[config.mk]
export PLATFORM = sky130hd
export DESIGN_NAME = psram_opi_engine
export DESIGN_NICKNAME = d
export VERILOG_FILES = /design/src/rtl/psram_pkg.sv /design/src/rtl/psram_beat_gen.sv /design/src/rtl/psram_opi_engine.sv
export SDC_FILE = /design/constraint.sdc
export NUM_CORES = 1
export LEC_CHECK = 0
export CAP_MARGIN = 25
export CORE_MARGIN = 5
export CORE_UTILIZATION = 40
export DETAILED_ROUTE_END_ITERATION = 7
export GPL_ROUTABILITY_DRIVEN = 1
export PLACE_DENSITY = 0.71
export SLEW_MARGIN = 20
export SYNTH_ARGS = -nofsm -noshare
export SYNTH_HDL_FRONTEND = slang
export SYNTH_SLANG_ARGS = --single-unit
[constraint.sdc]
create_clock -name clk_i -period 12.1 [get_ports clk_i]
set_clock_uncertainty 0.1 [all_clocks]
set_input_delay 1.21 -clock clk_i [delete_from_list [all_inputs] [get_ports clk_i]]
set_output_delay 1.21 -clock clk_i [all_outputs]
set_load 0.005 [all_outputs]
[src/rtl/psram_pkg.sv]
// Shared definitions for the PSRAM OPI transaction engine.
//   - state_e      : frame sequencer states
//   - *_BEATS      : fixed beat counts of the frame phases
//   - MIN_PSCR     : smallest usable prescaler (one beat = 2 clocks)
//   - beatLen()    : clamps a raw prescaler value to a legal beat length
package psram_pkg;

    typedef enum logic [2:0] {
        IDLE,
        CMD,
        ADDR,
        WAIT,
        DATA,
        RECOV
    } state_e;

    localparam logic [8:0] CMD_BEATS   = 9'd2;
    localparam logic [8:0] ADDR_BEATS  = 9'd4;
    localparam logic [8:0] DATA_BEATS  = 9'd4;
    localparam logic [8:0] RECOV_BEATS = 9'd2;

    localparam logic [7:0] MIN_PSCR = 8'd2;

    // A beat needs at least two clocks so SCK can toggle mid-beat.
    function automatic logic [7:0] beatLen(input logic [7:0] pscr);
        return (pscr < MIN_PSCR) ? MIN_PSCR : pscr;
    endfunction

endpackage

[src/rtl/psram_beat_gen.sv]
// Beat timing generator for the PSRAM OPI engine.
// Counts clocks inside a beat of beat_len_i cycles while active_i is high.
//   clk_i, rst_i   : clock, async active-high reset
//   active_i       : frame in progress; counter held at 0 otherwise
//   beat_len_i     : latched beat length P (>= 2)
//   beat_start_o   : first cycle of a beat
//   sck_toggle_o   : SCK flips at the end of this cycle (after floor(P/2) cycles)
//   beat_last_o    : last cycle of a beat
module psram_beat_gen (
    input  logic       clk_i,
    input  logic       rst_i,
    input  logic       active_i,
    input  logic [7:0] beat_len_i,
    output logic       beat_start_o,
    output logic       sck_toggle_o,
    output logic       beat_last_o
);

    logic [7:0] divCnt_q;
    logic [7:0] halfLen;

    assign halfLen      = {1'b0, beat_len_i[7:1]};
    assign beat_start_o = active_i && (divCnt_q == 8'd0);
    assign sck_toggle_o = active_i && (divCnt_q == halfLen - 8'd1);
    assign beat_last_o  = active_i && (divCnt_q == beat_len_i - 8'd1);

    // Free-running within a frame so beats follow each other without gaps
    // across phase boundaries.
    always_ff @(posedge clk_i or posedge rst_i) begin
        if (rst_i) begin
            divCnt_q <= 8'd0;
        end else if (!active_i || beat_last_o) begin
            divCnt_q <= 8'd0;
        end else begin
            divCnt_q <= divCnt_q + 8'd1;
        end
    end

endmodule

[src/rtl/psram_opi_engine.sv]
// PSRAM OPI DDR transaction engine.
// Serialises one 32-bit word request into a CMD/ADDR/WAIT/DATA frame on the
// pad signals and returns a one-cycle response pulse.
//   clk_i, rst_i                  : clock, async active-high reset
//   en_i, pscr_i, cmd_i, wait_i   : configuration, latched at accept
//   req_*                         : request handshake (ready only in IDLE)
//   rsp_valid_o/rdata_o/err_o     : completion pulse, read data, disabled-drop flag
//   psram_*                       : pad interface (SCK, CE#, IO[7:0], DQS)
module psram_opi_engine
    import psram_pkg::*;
#(
    parameter int ADDR_WIDTH = 32,
    parameter int DATA_WIDTH = 32
) (
    input  logic                  clk_i,
    input  logic                  rst_i,
    input  logic                  en_i,
    input  logic [7:0]            pscr_i,
    input  logic [15:0]           cmd_i,
    input  logic [7:0]            wait_i,
    input  logic                  req_valid_i,
    output logic                  req_ready_o,
    input  logic                  req_we_i,
    input  logic [ADDR_WIDTH-1:0] req_addr_i,
    input  logic [DATA_WIDTH-1:0] req_wdata_i,
    output logic                  rsp_valid_o,
    output logic [DATA_WIDTH-1:0] rsp_rdata_o,
    output logic                  rsp_err_o,
    output logic                  psram_sck_o,
    output logic                  psram_ce_o,
    output logic [7:0]            psram_io_en_o,
    output logic [7:0]            psram_io_out_o,
    input  logic [7:0]            psram_io_in_i,
    output logic                  psram_dqs_en_o,
    output logic                  psram_dqs_out_o,
    input  logic                  psram_dqs_in_i
);

    state_e          state_q, state_d;
    logic            we_q;
    logic [3:0][7:0] addr_q;
    logic [3:0][7:0] wdata_q;
    logic [3:0][7:0] rdata_q;
    logic [7:0]      beatLen_q;
    logic [7:0]      wait_q;
    logic [7:0]      opcode_q;
    logic [8:0]      beatCnt_q;
    logic            sck_q;
    logic            errPulse_q;

    logic       beatStart, sckToggle, beatLast;
    logic       reqAccept, inFrame, stateDone, frameRsp;
    logic [8:0] lastBeat;
    logic [1:0] byteSel;

    // Byte address bits and DQS input are not needed: the engine works on
    // aligned words and captures read data on the system clock.
    logic unusedInputs;
    assign unusedInputs = ^{psram_dqs_in_i, req_addr_i[1:0]};

    assign reqAccept = req_valid_i && (state_q == IDLE);
    assign inFrame   = (state_q == CMD) || (state_q == ADDR) ||
                       (state_q == WAIT) || (state_q == DATA);
    assign stateDone = beatLast && (beatCnt_q == lastBeat);
    assign byteSel   = beatCnt_q[1:0];

    psram_beat_gen u_beat_gen (
        .clk_i        (clk_i),
        .rst_i        (rst_i),
        .active_i     (state_q != IDLE),
        .beat_len_i   (beatLen_q),
        .beat_start_o (beatStart),
        .sck_toggle_o (sckToggle),
        .beat_last_o  (beatLast)
    );

    // Index of the final beat of the current phase.
    always_comb begin
        lastBeat = 9'd0;
        unique case (state_q)
            CMD:     lastBeat = CMD_BEATS - 9'd1;
            ADDR:    lastBeat = ADDR_BEATS - 9'd1;
            WAIT:    lastBeat = {wait_q, 1'b0} - 9'd1;
            DATA:    lastBeat = DATA_BEATS - 9'd1;
            RECOV:   lastBeat = RECOV_BEATS - 9'd1;
            default: lastBeat = 9'd0;
        endcase
    end

    // State register.
    always_ff @(posedge clk_i or posedge rst_i) begin
        if (rst_i) begin
            state_q <= IDLE;
        end else begin
            state_q <= state_d;
        end
    end

    // Next-state logic; WAIT is skipped entirely for zero latency.
    always_comb begin
        state_d = state_q;
        unique case (state_q)
            IDLE:    if (reqAccept && en_i) state_d = CMD;
            CMD:     if (stateDone) state_d = ADDR;
            ADDR:    if (stateDone) state_d = (wait_q == 8'd0) ? DATA : WAIT;
            WAIT:    if (stateDone) state_d = DATA;
            DATA:    if (stateDone) state_d = RECOV;
            RECOV:   if (stateDone) state_d = IDLE;
            default: state_d = IDLE;
        endcase
    end

    // Pad outputs; IO is only driven with data while its enable is set.
    always_comb begin
        psram_ce_o      = 1'b1;
        psram_io_en_o   = 8'h00;
        psram_io_out_o  = 8'h00;
        psram_dqs_en_o  = 1'b0;
        psram_dqs_out_o = 1'b0;
        unique case (state_q)
            CMD: begin
                psram_ce_o     = 1'b0;
                psram_io_en_o  = 8'hFF;
                psram_io_out_o = opcode_q;
            end
            ADDR: begin
                psram_ce_o     = 1'b0;
                psram_io_en_o  = 8'hFF;
                psram_io_out_o = addr_q[2'd3 - byteSel];
            end
            WAIT: begin
                psram_ce_o    = 1'b0;
                psram_io_en_o = we_q ? 8'hFF : 8'h00;
            end
            DATA: begin
                psram_ce_o = 1'b0;
                if (we_q) begin
                    psram_io_en_o  = 8'hFF;
                    psram_io_out_o = wdata_q[byteSel];
                    psram_dqs_en_o = 1'b1;
                end
            end
            default: begin
                psram_ce_o = 1'b1;
            end
        endcase
    end

    // Request latch, beat bookkeeping and read capture on the last cycle
    // of each DATA beat.
    always_ff @(posedge clk_i or posedge rst_i) begin
        if (rst_i) begin
            we_q       <= 1'b0;
            addr_q     <= '0;
            wdata_q    <= '0;
            rdata_q    <= '0;
            beatLen_q  <= MIN_PSCR;
            wait_q     <= 8'd0;
            opcode_q   <= 8'd0;
            beatCnt_q  <= 9'd0;
            errPulse_q <= 1'b0;
        end else begin
            errPulse_q <= reqAccept && !en_i;
            if (reqAccept && en_i) begin
                we_q      <= req_we_i;
                addr_q    <= {req_addr_i[31:2], 2'b00};
                wdata_q   <= req_wdata_i;
                rdata_q   <= '0;
                beatLen_q <= beatLen(pscr_i);
                wait_q    <= wait_i;
                opcode_q  <= req_we_i ? cmd_i[7:0] : cmd_i[15:8];
            end
            if (state_d != state_q) begin
                beatCnt_q <= 9'd0;
            end else if (beatLast) begin
                beatCnt_q <= beatCnt_q + 9'd1;
            end
            if ((state_q == DATA) && !we_q && beatLast) begin
                rdata_q[byteSel] <= psram_io_in_i;
            end
        end
    end

    // SCK only runs inside a frame; every phase has an even beat count so
    // it is already low when CE rises.
    always_ff @(posedge clk_i or posedge rst_i) begin
        if (rst_i) begin
            sck_q <= 1'b0;
        end else if (!inFrame) begin
            sck_q <= 1'b0;
        end else if (sckToggle) begin
            sck_q <= ~sck_q;
        end
    end

    // Frame completion is the opening cycle of the first RECOV beat.
    assign frameRsp    = (state_q == RECOV) && beatStart && (beatCnt_q == 9'd0);
    assign rsp_valid_o = frameRsp || errPulse_q;
    assign rsp_err_o   = errPulse_q;
    assign rsp_rdata_o = (frameRsp && !we_q) ? rdata_q : '0;
    assign req_ready_o = (state_q == IDLE);
    assign psram_sck_o = sck_q;

endmodule
# Yosys cells after proc, flatten, opt, wreduce, memory -nomap -nowiden

Index checks and enable logic that the tools add are counted.

Multipliers: 0
Equality and inequality tests: 10
Reductions and logical operators: 32
$lt $le $gt $ge: 4
Shift-type cells: 0
Add/subtract/negate cells: 6
Multiplexer cells: 33
Div/mod/pow operators: 0
Bitwise operators: 1

Operators with widths:

| kind                                                       | count |
|---|---|
| 2-to-1 mux 32 bit                                          | 3 |
| 2-to-1 mux 8 bit                                           | 8 |
| binary-select mux 8 bit (select 2 bit)                     | 2 |
| bitwise mux 32 bit                                         | 1 |
| one-hot mux 9 bit (3 select lines)                         | 1 |
| one-hot mux 8 bit (3 select lines)                         | 1 |
| 2-to-1 mux 3 bit                                           | 7 |
| 2-to-1 mux 9 bit                                           | 2 |
| one-hot mux 3 bit (6 select lines)                         | 1 |
| demux 8 bit (select 2 bit)                                 | 1 |
| == test 8 bit                                              | 2 |
| logical NOT 8 bit                                          | 2 |
| one-hot mux 8 bit (2 select lines)                         | 1 |
| logical AND 1 bit                                          | 13 |
| adder 9 x 1 -> 9 bit, second input constant                | 1 |
| == test 9 bit                                              | 1 |
| logical NOT 9 bit                                          | 1 |
| subtractor 9 x 1 -> 9 bit, second input constant           | 1 |
| adder 8 x 1 -> 8 bit, second input constant                | 1 |
| less-than comparator 8 x 2 -> 1 bit, second input constant | 1 |
| OR reduction 2 bit                                         | 4 |
| subtractor 7 x 1 -> 8 bit, second input constant           | 1 |
| subtractor 8 x 1 -> 8 bit, second input constant           | 1 |
| == test 3 x 2 -> 1 bit, second input constant              | 2 |
| other kinds (15)                                           | 27 |

Memories: 0
RAM bits: 0
Flip-flop bits (word level): 141
Latch bits: 0
Output and inout bits: 55
Word-level logic and storage cells: 107
Memory bits (read-only): 0
Bits of input ports: 110

# Depth between registers and ports, before layout

Gate-level depths: netlist of the first run.

Depth in word-level cells: 9
Depth in mapped cells: 11
Gate-level depth less buffers: 9

# By module

From an unflattened synthesis of the first run, not the netlist that was laid out.

Cells, all modules: 794
Area, all modules: 7,349.5 um^2

Modules (own cells, without submodules):

| module           | times used | area each (um^2) | cells each | sequential area each (um^2) |
|---|---|---|---|---|
| psram_opi_engine | 1          | 6,448.7          | 689        | 3,329.4 |
| psram_beat_gen   | 1          | 900.9            | 105        | 200.2 |

# Least setup slack after synthesis of the first run

No wires, ideal clock.

Path type: reg-to-output
From: reg beatCnt_q[0]
To: out rsp_rdata_o[10]
Required time: 10.790 ns
Path buffers: 3
Cell stages (with the launch flop): 10
Arrival time: 2.319 ns
Slack: 8.471 ns
Cell sequence: dfrtp_1 -> buf_1 -> clkbuf_1 -> inv_1 -> ha_1 -> nand4b_1 -> or4_1 -> nor2_1 -> clkbuf_1 -> and2_1

Longest elaborated chain between the ends: 4

RTL lines:

| element                  | line                    | text |
|---|---|---|
| start: declaration       | psram_opi_engine.sv:47  | `logic [8:0] beatCnt_q;` |
| start signal: assignment | psram_opi_engine.sv:176 | `beatCnt_q <= beatCnt_q + 9'd1;` |
| logical NOT 9 bit        | psram_opi_engine.sv:197 | `assign frameRsp = (state_q == RECOV) && beatStart && (beatCnt_q == 9'd0);` |
| logical AND 1 bit        | psram_opi_engine.sv:197 |  |
| logical AND 1 bit        | psram_opi_engine.sv:200 | `assign rsp_rdata_o = (frameRsp && !we_q) ? rdata_q : '0;` |
| 2-to-1 mux 32 bit        | psram_opi_engine.sv:200 |  |
| end: declaration         | psram_opi_engine.sv:27  | `output logic [DATA_WIDTH-1:0] rsp_rdata_o,` |

Every way passes these cells.

# Worst setup path after layout of the first run

From: reg beatCnt_q[1]
To: out rsp_rdata_o[6]

Same word-level chain as after synthesis.

==> out/metrics.csv, run 1 <==
stage,metric,value,unit
setup_path,r2r endpoint,beatCnt_q[4],
power,PwrDens,211,mW/mm2
sta,Tmin final,4.81,ns
sta,final worst-path cycle share,39.8,%
setup_path,critical path endpoint category,output pin,
clocking,Num CTS Buffers,17,
global_routing,vias in the first global route,5757,
die,FP Rows,50,
layout,"commonest cells after routing, fill and taps aside","clkdlybuf4s50_1 (160), dfrtp_1 (140), nand2_1 (108)",
power,sequential power share,38.3,%
detailed_routing,Routed Antenna Nets,0,
die,Die W,148,um
global_routing,first-pass GRT wire length,30.5,mm
die,Initial Util,40.7,%
layout,Ant. Diodes,0,
synth,Syn. warnings,0,
placed_design,HPWL Detailed,13.5,mm
global_routing,GR Util All Layers,17.3,%
clocking,Root Buffer,clkbuf_16,
setup_path,CP Class,flop to output pin,
clocking,"Hold-fix buffers, CTS",0,
detailed_routing,DR pass1 iterations,4,
global_routing,GRT Residual Overflow,0,
global_routing,largest net degree at the start of global routing,83,
detailed_routing,Routed WL,18.7,mm
hold_path,Hold EP,rdata_q[19],
layout,Area Growth Syn to Fin,30.4,%
synth,post-synthesis cell count,735,
setup_path,R2R depth,6,
detailed_routing,drt drc,0,
clocking,Max Buffers Root-to-Sink,2,
clocking,CTS resizes,0,
setup_path,critical path arrival,3.50,ns
die,die area,0.0219,mm2
detailed_routing,DR vias,5863,
power,switching share of power,33.4,%
power,VDD IR max,122,uV
synth,Mapped Area,0.00761,mm2
synth,async set-reset flop share out of synthesis,100,%
sta,Sum Neg Setup Slack,0,ns
die,core region area,0.0187,mm2
layout,Nets,985,
layout,"most common cell after layout, fill and taps aside",clkdlybuf4s50_1,
synth,"Primary FF master, synth",dfrtp_1,
setup_path,Worst Path Max Fanout,32,
hold_path,Hold Crit Class,flop to flop,
sta,Setup WS post-layout,7.29,ns
detailed_routing,Routed WL per cell,16.8,um
hold_path,Worst Hold Path Cells,2,
clocking,clock-pin slew of the registers on the worst-case setup and hold paths,0.06,ns
clocking,CTS Sinks,141,
die,I/O pin cnt,165,
clocking,TritonCTS clock tree,built,
setup_path,R2R setup slack,8.67,ns
layout,share of cells above drive strength 1,16.2,%
sta,Pins Over Slew Limit,0,
setup_path,crit path launch type,flop,
sta,Hold WS,0.382,ns
detailed_routing,Via-to-Cell Ratio,5.27,
power,Internal Pwr Total,1.40,mW
sta,Final setup viols,0,
sta,Slew Limit Headroom,37.0,%
sta,Fin. Hold Viols,0,
synth,sequential area share after synthesis,46.4,%
outcome,status,finished clean,
clocking,Skew-Pair Late Insertion Delay,0.41,ns
synth,number of library cell types mapped by synthesis,64,
clocking,H-tree Lvls,4,
job,number of max-cap violations,0,
synth,Yosys reg bits,141,
setup_path,start of the worst register-to-register path,state_q[0],
layout,Fill cells,1664,
hold_path,hold_sp,rdata_q[19],
global_routing,initial antenna violation count,0,
placed_design,Place WS,7.67,ns
clocking,# Post-CTS Setup Buffers,0,
synth,mean area per synthesized cell,10.4,um2
placed_design,Port Buf Inserts,160,
sta,RSZ-0062 raised after global routing,no,
synth,Post-Syn Nets,855,
sta,Max Fclk,0.208,GHz
detailed_routing,Initial DRC Count,262,
power,"Power, Total",2.10,mW
power,Gate power share,36.2,%
power,total net switching power,0.701,mW
power,leakage,4.34,nW
layout,post-layout util,53.1,%
placed_design,GPL Wtd Cong,0.766,
sta,worst-margin pin slew,0.945,ns
setup_path,"Req. time, crit path",10.79,ns
die,Chip Height,148,um
power,Clk network pwr share,25.5,%
synth,"EDFF count, synth",0,
==> worst max path at each step <==
stage            startpoint        endpoint  slack [ns]  cells after the start
2_1_floorplan         rst_i      addr_q[10]        7.01                      1
3_3_place_gp   beatCnt_q[1]  rsp_rdata_o[6]        7.67                      8
3_5_place_dp   beatCnt_q[1]  rsp_rdata_o[5]        7.67                      8
4_1_cts        beatCnt_q[1]  rsp_rdata_o[5]        7.21                      8
5_1_grt        beatCnt_q[1]  rsp_rdata_o[5]        7.05                      8
6_report       beatCnt_q[1]  rsp_rdata_o[6]        7.29                      8
==> kinds of logic (layout without fill, tap and decap cells) <==
group | count (synthesis) | after routing | share of synthesized area (%)
AO/OA/AOI/OAI | 79 | 79 | 7.63
XOR/XNOR | 29 | 29 | 3.52
adder cells (fa/ha/maj) | 10 | 10 | 1.64
buffers and inverters | 74 | 217 | 4.29
flip-flops | 141 | 141 | 46.4
multiplexers | 108 | 108 | 16.8
other | 1 | 1 | 0.0493
AND/OR/NAND/NOR | 293 | 293 | 19.7
==> registers in the layout, summed over array words and instances, names as in the netlist <==
signal	cells
wdata_q	32
u_beat_gen.divCnt_q	8
addr_q	30
beatLen_q	8
beatCnt_q	9
psram_sck_o	1
rdata_q	32
opcode_q	8
wait_q	8
state_q	3
we_q	1
rsp_err_o	1
==> per-layer routing <==
metal	track usage (%)	share of wire, %	up-vias
met1	22.4	43	2856
met4	3.65	1.1	0
met2	27.5	47	164
met5	0	0	-
met3	7.05	8.6	17
li1	-	-	2826
==> cells in the mapped netlist (all sizes together) (2+ instances only) <==
| cell type | number | area share [%] |
|---|---|---|
| nand4b | 2 | 0.23 |
| nor3b | 3 | 0.36 |
| o211ai | 7 | 0.94 |
| nor2 | 28 | 1.4 |
| or4 | 6 | 0.64 |
| o31ai | 4 | 0.39 |
| xor2 | 15 | 1.7 |
| clkbuf | 37 | 1.8 |
| or3 | 5 | 0.48 |
| a22oi | 8 | 0.79 |
| a221o | 7 | 0.92 |
| o31a | 2 | 0.23 |
| o221ai | 6 | 0.69 |
| buf | 17 | 1.5 |
| a22o | 4 | 0.46 |
| nor4 | 8 | 0.94 |
| nor2b | 2 | 0.16 |
| o2bb2ai | 2 | 0.23 |
| dfrtp | 140 | 46 |
| and3 | 6 | 0.49 |
| o21a | 2 | 0.20 |
| a21oi | 12 | 0.79 |
| and2 | 33 | 2.7 |
| nor4b | 4 | 0.46 |
| ha | 10 | 1.6 |
| o21ai | 17 | 1.1 |
| mux4 | 8 | 2.4 |
| nand3 | 55 | 3.7 |
| nand2b | 8 | 0.66 |
| a21o | 2 | 0.20 |
| nand3b | 4 | 0.39 |
| or2 | 6 | 0.49 |
| inv | 19 | 0.94 |
| nand2 | 108 | 5.3 |
| mux2 | 78 | 12 |
| mux2i | 22 | 2.9 |
| xnor2 | 13 | 1.5 |
| nor3 | 12 | 0.94 |
==> per-stage QoR <==
stage | instance area (um2) | instances
finish | 9920 | 1112
detailed placement | 9300 | 1079
CTS | 9910 | 1111
floorplan | 7610 | 735
global route | 9920 | 1112
global placement | 9300 | 1079
==> final cells by class <==
type	instances	area [um2]	share of cell area, %
multi-input combinational	520	3770	38.0
sequential	141	3530	35.6
timing repair buffer	165	1640	16.5
clock buffer	17	425	4.29
tap	234	293	2.95
clock inverter	15	184	1.85
inverter	20	80.1	0.807
==> worst max-delay path, cell delays in order, from the launching register on <==
cell,delay (ns)
dfrtp_1,0.68
inv_1,0.42
ha_1,0.29
nand4b_1,0.10
or4_1,0.55
nor2_1,0.11
buf_4,0.25
and2_1,0.16
clkdlybuf4s50_1,0.52
==> power by group through the flow <==
stage               Sequential (mW)  Clock, mW  Combinational, mW
floorplan                     0.735          0              0.596
global placement              0.800          0              0.746
detailed placement            0.808          0              0.763
CTS                           0.802      0.547              0.769
global route                  0.830      0.570              0.848
finish                        0.802      0.536              0.758
Note: power is estimated with default switching activity, not from simulation.
==> run 2, diff against run 1 <==
--- a/config.mk
+++ b/config.mk
@@ -10,7 +10,7 @@
 export CORE_UTILIZATION = 40
 export DETAILED_ROUTE_END_ITERATION = 7
 export GPL_ROUTABILITY_DRIVEN = 1
-export PLACE_DENSITY = 0.71
+export PLACE_DENSITY = 0.74
 export SLEW_MARGIN = 20
 export SYNTH_ARGS = -nofsm -noshare
 export SYNTH_HDL_FRONTEND = slang
==> constraint.sdc (replaced) <==
create_clock -name clk_i -period 3.95 [get_ports clk_i]
set_clock_uncertainty 0.1 [all_clocks]
set_input_delay 0.395 -clock clk_i [delete_from_list [all_inputs] [get_ports clk_i]]
set_output_delay 0.395 -clock clk_i [all_outputs]
set_load 0.005 [all_outputs]
==> out/metrics.csv, run 2 (synthesis results as in run 1) <==
stage,metric,value,unit
global_routing,first-pass GRT wire length,31.0,mm
global_routing,GRT Residual Overflow,0,
die,Chip Height,148,um
job,number of max-cap violations,0,
detailed_routing,Initial DRC Count,275,
global_routing,vias in the first global route,5860,
sta,final worst-path cycle share,89.0,%
sta,Fin. Hold Viols,0,
clocking,Skew-Pair Late Insertion Delay,0.42,ns
setup_path,critical path endpoint category,output pin,
sta,Pins Over Slew Limit,0,
layout,Nets,991,
sta,Max Fclk,0.284,GHz
detailed_routing,Routed Antenna Nets,0,
detailed_routing,Routed WL per cell,16.7,um
placed_design,Placed Area,0.00938,mm2
placed_design,Port Buf Inserts,160,
clocking,CTS resizes,0,
hold_path,Hold Crit Class,primary input to asynchronous set/reset pin,
power,leakage,4.35,nW
clocking,"Hold-fix buffers, CTS",0,
setup_path,critical path arrival,3.02,ns
clocking,# Post-CTS Setup Buffers,0,
setup_path,"Req. time, crit path",3.45,ns
global_routing,initial antenna violation count,0,
setup_path,start of the worst register-to-register path,beatLen_q[2],
layout,"commonest cells after routing, fill and taps aside","clkdlybuf4s50_1 (160), dfrtp_1 (140), nand2_1 (108)",
setup_path,r2r endpoint,rdata_q[14],
setup_path,CP Launch Point,beatCnt_q[1],
sta,RSZ-0062 raised after global routing,no,
clocking,Root Buffer,clkbuf_16,
clocking,H-tree Lvls,4,
detailed_routing,DR vias,5917,
setup_path,CP Class,flop to output pin,
placed_design,HPWL Detailed,13.5,mm
setup_path,"Slowest-stage cell, CP",or4_1,
global_routing,largest net degree at the start of global routing,132,
layout,Fill cells,1620,
die,Die W,148,um
die,die area,0.0219,mm2
sta,Final setup viols,0,
clocking,Num CTS Buffers,17,
die,Initial Util,40.7,%
sta,Slew Limit Headroom,53.7,%
sta,Tmin final,3.52,ns
setup_path,crit path cell chain,inv_1 > ha_1 > nand4b_1 > or4_1 > nor2_1 > buf_4 > and2_1 > clkdlybuf4s50_1,
detailed_routing,drt drc,0,
setup_path,R2R depth,9,
detailed_routing,Routed WL,18.7,mm
global_routing,GR Util All Layers,17.5,%
layout,"most common cell after layout, fill and taps aside",clkdlybuf4s50_1,
die,core region area,0.0187,mm2
clocking,clock-pin slew of the registers on the worst-case setup and hold paths,0.06,ns
sta,Sum Neg Setup Slack,0,ns
clocking,Max Buffers Root-to-Sink,2,
power,"Power, Total",6.38,mW
setup_path,crit path launch type,flop,
power,VDD IR max,446,uV
sta,worst-margin pin slew,0.685,ns
outcome,status,finished clean,
sta,Setup WS post-layout,0.433,ns
detailed_routing,Via-to-Cell Ratio,5.29,
setup_path,Worst Path Max Fanout,32,
layout,Largest regs,"rdata_q x32, wdata_q x32, addr_q x30",
sta,Hold WS,0.250,ns
placed_design,GPL Wtd Cong,0.820,
power,PwrDens,641,mW/mm2
clocking,CTS Sinks,141,
layout,share of cells above drive strength 1,16.6,%
setup_path,Critical path buffers and inverters,3,
setup_path,R2R setup slack,0.76,ns
setup_path,"CP delay by family, top",buffers and inverters,
layout,Final Instance Area,0.00995,mm2
detailed_routing,DR pass1 iterations,5,
clocking,TritonCTS clock tree,built,
placed_design,Place WS,0.797,ns
layout,Ant. Diodes,0,
setup_path,"Largest stage delay, worst path",0.56,ns
die,FP Rows,50,
layout,Area Growth Syn to Fin,30.7,%
die,I/O pin cnt,165,
==> run 2: layer usage <==
| layer | vias to the layer above | global-route usage (%) | wire length (um) | part of all wire, % |
|---|---|---|---|---|
| met5 | - | 0 | 0 | 0 |
| met2 | 160 | 27.7 | 9050 | 48 |
| li1 | 2847 | - | - | - |
| met3 | 12 | 5.52 | 1300 | 7.0 |
| met4 | 0 | 5.03 | 142 | 0.76 |
| met1 | 2898 | 23.3 | 8180 | 44 |
==> run 2: layout make-up <==
| cell class | instances | area [um2] | share of cell area, % |
|---|---|---|---|
| inverters | 20 | 78.8 | 0.792 |
| clock inverters | 14 | 134 | 1.35 |
| repair buffers | 171 | 1710 | 17.2 |
| multi-input cells | 520 | 3770 | 37.9 |
| well taps | 234 | 293 | 2.94 |
| flip-flops and latches | 141 | 3530 | 35.5 |
| clock buffers | 18 | 439 | 4.41 |
==> run 2: worst max path at each step <==
stage                            endpoint  cells after the start
after floorplan           rsp_rdata_o[10]                      9
after global placement    rsp_rdata_o[23]                      8
after detailed placement      rdata_q[14]                      9
after CTS                 rsp_rdata_o[10]                      8
after global routing      rsp_rdata_o[23]                      8
final                     rsp_rdata_o[16]                      8
==> run 2: power breakdown <==
group	internal, mW	switching (mW)
Sequential	1.99	0.464
Clock	0.893	0.656
Combinational	1.31	1.07
==> run 2: through the flow <==
stage | util [%] | instances
3_5_place_dp | 50.1 | 1086
2_1_floorplan | - | 735
6_report | 53.2 | 1118
4_1_cts | 53.2 | 1118
3_3_place_gp | 50.1 | 1085
5_1_grt | 53.2 | 1118
==> run 3, diff against run 2 <==
--- a/config.mk
+++ b/config.mk
@@ -8,6 +8,7 @@
 export CAP_MARGIN = 25
 export CORE_MARGIN = 5
 export CORE_UTILIZATION = 40
+export CTS_CLUSTER_SIZE = 12
 export DETAILED_ROUTE_END_ITERATION = 7
 export GPL_ROUTABILITY_DRIVEN = 1
 export PLACE_DENSITY = 0.74
==> results of run 3 <==
Same layout as run 2: the final DEF is identical, and so are final timing and power.
==> edit (config.mk and constraints of run 1) <==
Reset style: synchronous (`rst_i`), changed in 4 clocked blocks. Comments in the files are not updated.
--- a/src/rtl/psram_beat_gen.sv
+++ b/src/rtl/psram_beat_gen.sv
@@ -28,3 +28,3 @@
     // across phase boundaries.
-    always_ff @(posedge clk_i or posedge rst_i) begin
+    always_ff @(posedge clk_i) begin
         if (rst_i) begin
--- a/src/rtl/psram_opi_engine.sv
+++ b/src/rtl/psram_opi_engine.sv
@@ -90,3 +90,3 @@
     // State register.
-    always_ff @(posedge clk_i or posedge rst_i) begin
+    always_ff @(posedge clk_i) begin
         if (rst_i) begin
@@ -150,3 +150,3 @@
     // of each DATA beat.
-    always_ff @(posedge clk_i or posedge rst_i) begin
+    always_ff @(posedge clk_i) begin
         if (rst_i) begin
@@ -185,3 +185,3 @@
     // it is already low when CE rises.
-    always_ff @(posedge clk_i or posedge rst_i) begin
+    always_ff @(posedge clk_i) begin
         if (rst_i) begin
Behaviour: differs if rst_i is asserted again (counterexample within 4 cycles, from zero or initial values and one cycle with rst_i high); with rst_i held inactive, the same outputs for 10 cycles.
==> edit against run 1 <==
Area after synthesis shrank 7.3%; cell area decreased by 6.5%; sequential cell count unchanged; highest routed layer unchanged; global-route usage grew 1.7 points; sequential share of layout area down 5.1 points; wire length increased by 3.9%; setup slack better by 0.67 ns.
Power is not compared: it rests on default switching activity, and its combinational part moved more than twofold at a synthesized area within 25%.
==> edit: results (changes against run 1) <==
[status]
status = complete, no violations  ; unchanged

[power]
power_leakage_nw = 3.279

[synth]
synth_common_cells = nand2_1, dfxtp_1, a21oi_1  ; was dfrtp_1, nand2_1, mux2_2
ys_top_cells_by_area = dfxtp_1, nand2_1, a21oi_1  ; was dfrtp_1, mux2_2, nand2_1
ys_types = 58  ; was 64
synthesis.nets = 1008  ; was 855
dominantRegCellSynth = dfxtp_1  ; was dfrtp_1
yosysSeqAreaShare_pct = 40.03  ; was 46.38%
async_reset_ff_share_pct = 0  ; was 100.0%

[critical_path]
worst-r2r-setup-slack_ns = 8.85  ; was 8.67 ns
critPathArrivalTime_ns = 2.83  ; was 3.50 ns
timing.rr.end = beatCnt_q[3]  ; was beatCnt_q[4]
r2r.worst_path.cells = 5  ; was 6
r2r_start = state_q[2]  ; was state_q[0]
slowest_delay_ns = 0.71  ; was 0.68 ns
slowest_stage = dfxtp_1  ; was dfrtp_1
critical_path.top_delay_family = simple AND/OR/NAND/NOR gates  ; was buffers and inverters

[drt]
dr.pass1.iters = 5  ; was 4
route.detailed.drc = 0  ; unchanged
via_count = 6404  ; was 5,863
drt-initial-drc-count = 402  ; was 262
wl_per_cell_um = 15.66  ; was 16.80 um

[global_routing]
grt_first_pass_wirelength_mm = 31.05  ; was 30.46 mm
globalRouteTotalUtil_pct = 19.03  ; was 17.31%
grt_use_met2_pct = 30.96  ; was 27.53%
grtUsageMet1_pct = 23.95  ; was 22.44%
busiest_layer = met2  ; unchanged
grtUsageMet3_pct = 5.559  ; was 7.051%
grt_max_degree = 97  ; was 83
grt_pass1_vias = 6019  ; was 5,757

[cts]
cts_setup_buffers = 0  ; unchanged
cts_buffer_depth = 2  ; unchanged
clk_pin_slew_ns = 0.06  ; about the same

[sta]
tightestPinTransition_ns = 0.8396  ; was 0.9448 ns
hold_ws_ns = 0.3508  ; was 0.3816 ns

[layout]
fill_cells = 1659  ; was 1,664
drive_gt1_share_pct = 7.404  ; was 16.17%
nets = 1120  ; was 985

[placement]
place_hpwl_mm = 13.69  ; was 13.48 mm
port_buffers = 160  ; unchanged
place_congestion = 0.8256  ; was 0.7661

[worst_hold_path]
whs_endpoint = wdata_q[17]  ; was rdata_q[19]
hold_path.startpoint = wdata_q[17]  ; was rdata_q[19]
whs_path_depth = 2  ; unchanged

## edit: changes by cell type in the layout (fill, tap and decap cells not counted), moves of 12 or more
cell / change
mux2_2: -78
nand3_1: -14
dfrtp_1: -140
nand2_1: +115
a21oi_1: +104
nor2_1: +12
dfxtp_1: +141
## edit: through the flow
stage	cells	setup slack (ns)	instance area, um^2	power, mW	util [%]
floorplan	888	8.704	7052	0.5711	-
global placement	1205	8.453	8663	0.6278	50.09
detailed placement	1205	8.397	8663	0.6294	50.09
CTS	1237	7.935	9249	1.142	53.47
global route	1238	7.762	9276	1.178	53.63
finish	1239	7.958	9279	1.133	53.65
## edit: logic make-up after synthesis
family          count (synthesis)  synth area share [%]
compound gates                166                 13.50
flops                         141                 40.03
other cells                     1               0.05318
simple gates                  409                 27.22
buf+inv                        91                 5.695
mux                            25                 6.033
xor+xnor                       45                 5.696
fa+ha+maj                      10                 1.774
## edit: area by class of cell
type / count / area [um^2] / share of cell area [%]
multi-input cells: 656 / 3851 / 41.50
well taps: 225 / 281.5 / 3.034
inverters: 17 / 63.81 / 0.6877
clock inverters: 13 / 132.6 / 1.429
flip-flops and latches: 141 / 2823 / 30.42
repair buffers: 167 / 1672 / 18.02
diodes: 1 / 2.502 / 0.02697
clock buffers: 19 / 452.9 / 4.881
## edit: worst max path at each step
stage,start,end,slack (ns),depth (start not counted)
2_1_floorplan,beatCnt_q[0],rsp_rdata_o[10],8.70,10
3_3_place_gp,state_q[2],rsp_rdata_o[14],8.45,6
3_5_place_dp,state_q[2],rsp_rdata_o[14],8.40,6
4_1_cts,state_q[2],rsp_rdata_o[14],7.93,6
5_1_grt,state_q[2],rsp_rdata_o[29],7.76,6
6_report,state_q[2],rsp_rdata_o[14],7.96,6
## edit: power by group through the flow
stage	Combinational, mW	Clock [mW]	Sequential (mW)
floorplan	0.0745	0	0.497
global placement	0.127	0	0.501
detailed placement	0.128	0	0.501
CTS	0.129	0.523	0.491
global route	0.142	0.543	0.493
finish	0.129	0.513	0.491
## edit: metal layers
metal / part of all wire [%] / vias up
li1: - / 3233
met1: 43 / 2971
met2: 48 / 170
met3: 6.8 / 30
met4: 2.1 / 0
met5: 0 / -
## edit: worst register-to-register path: cells and delay by family, from the launching register on
family	cells	cell delay, ns
compound gates	1	0.43
buf+inv	1	0.59
flops	1	0.50
simple gates	3	1.51
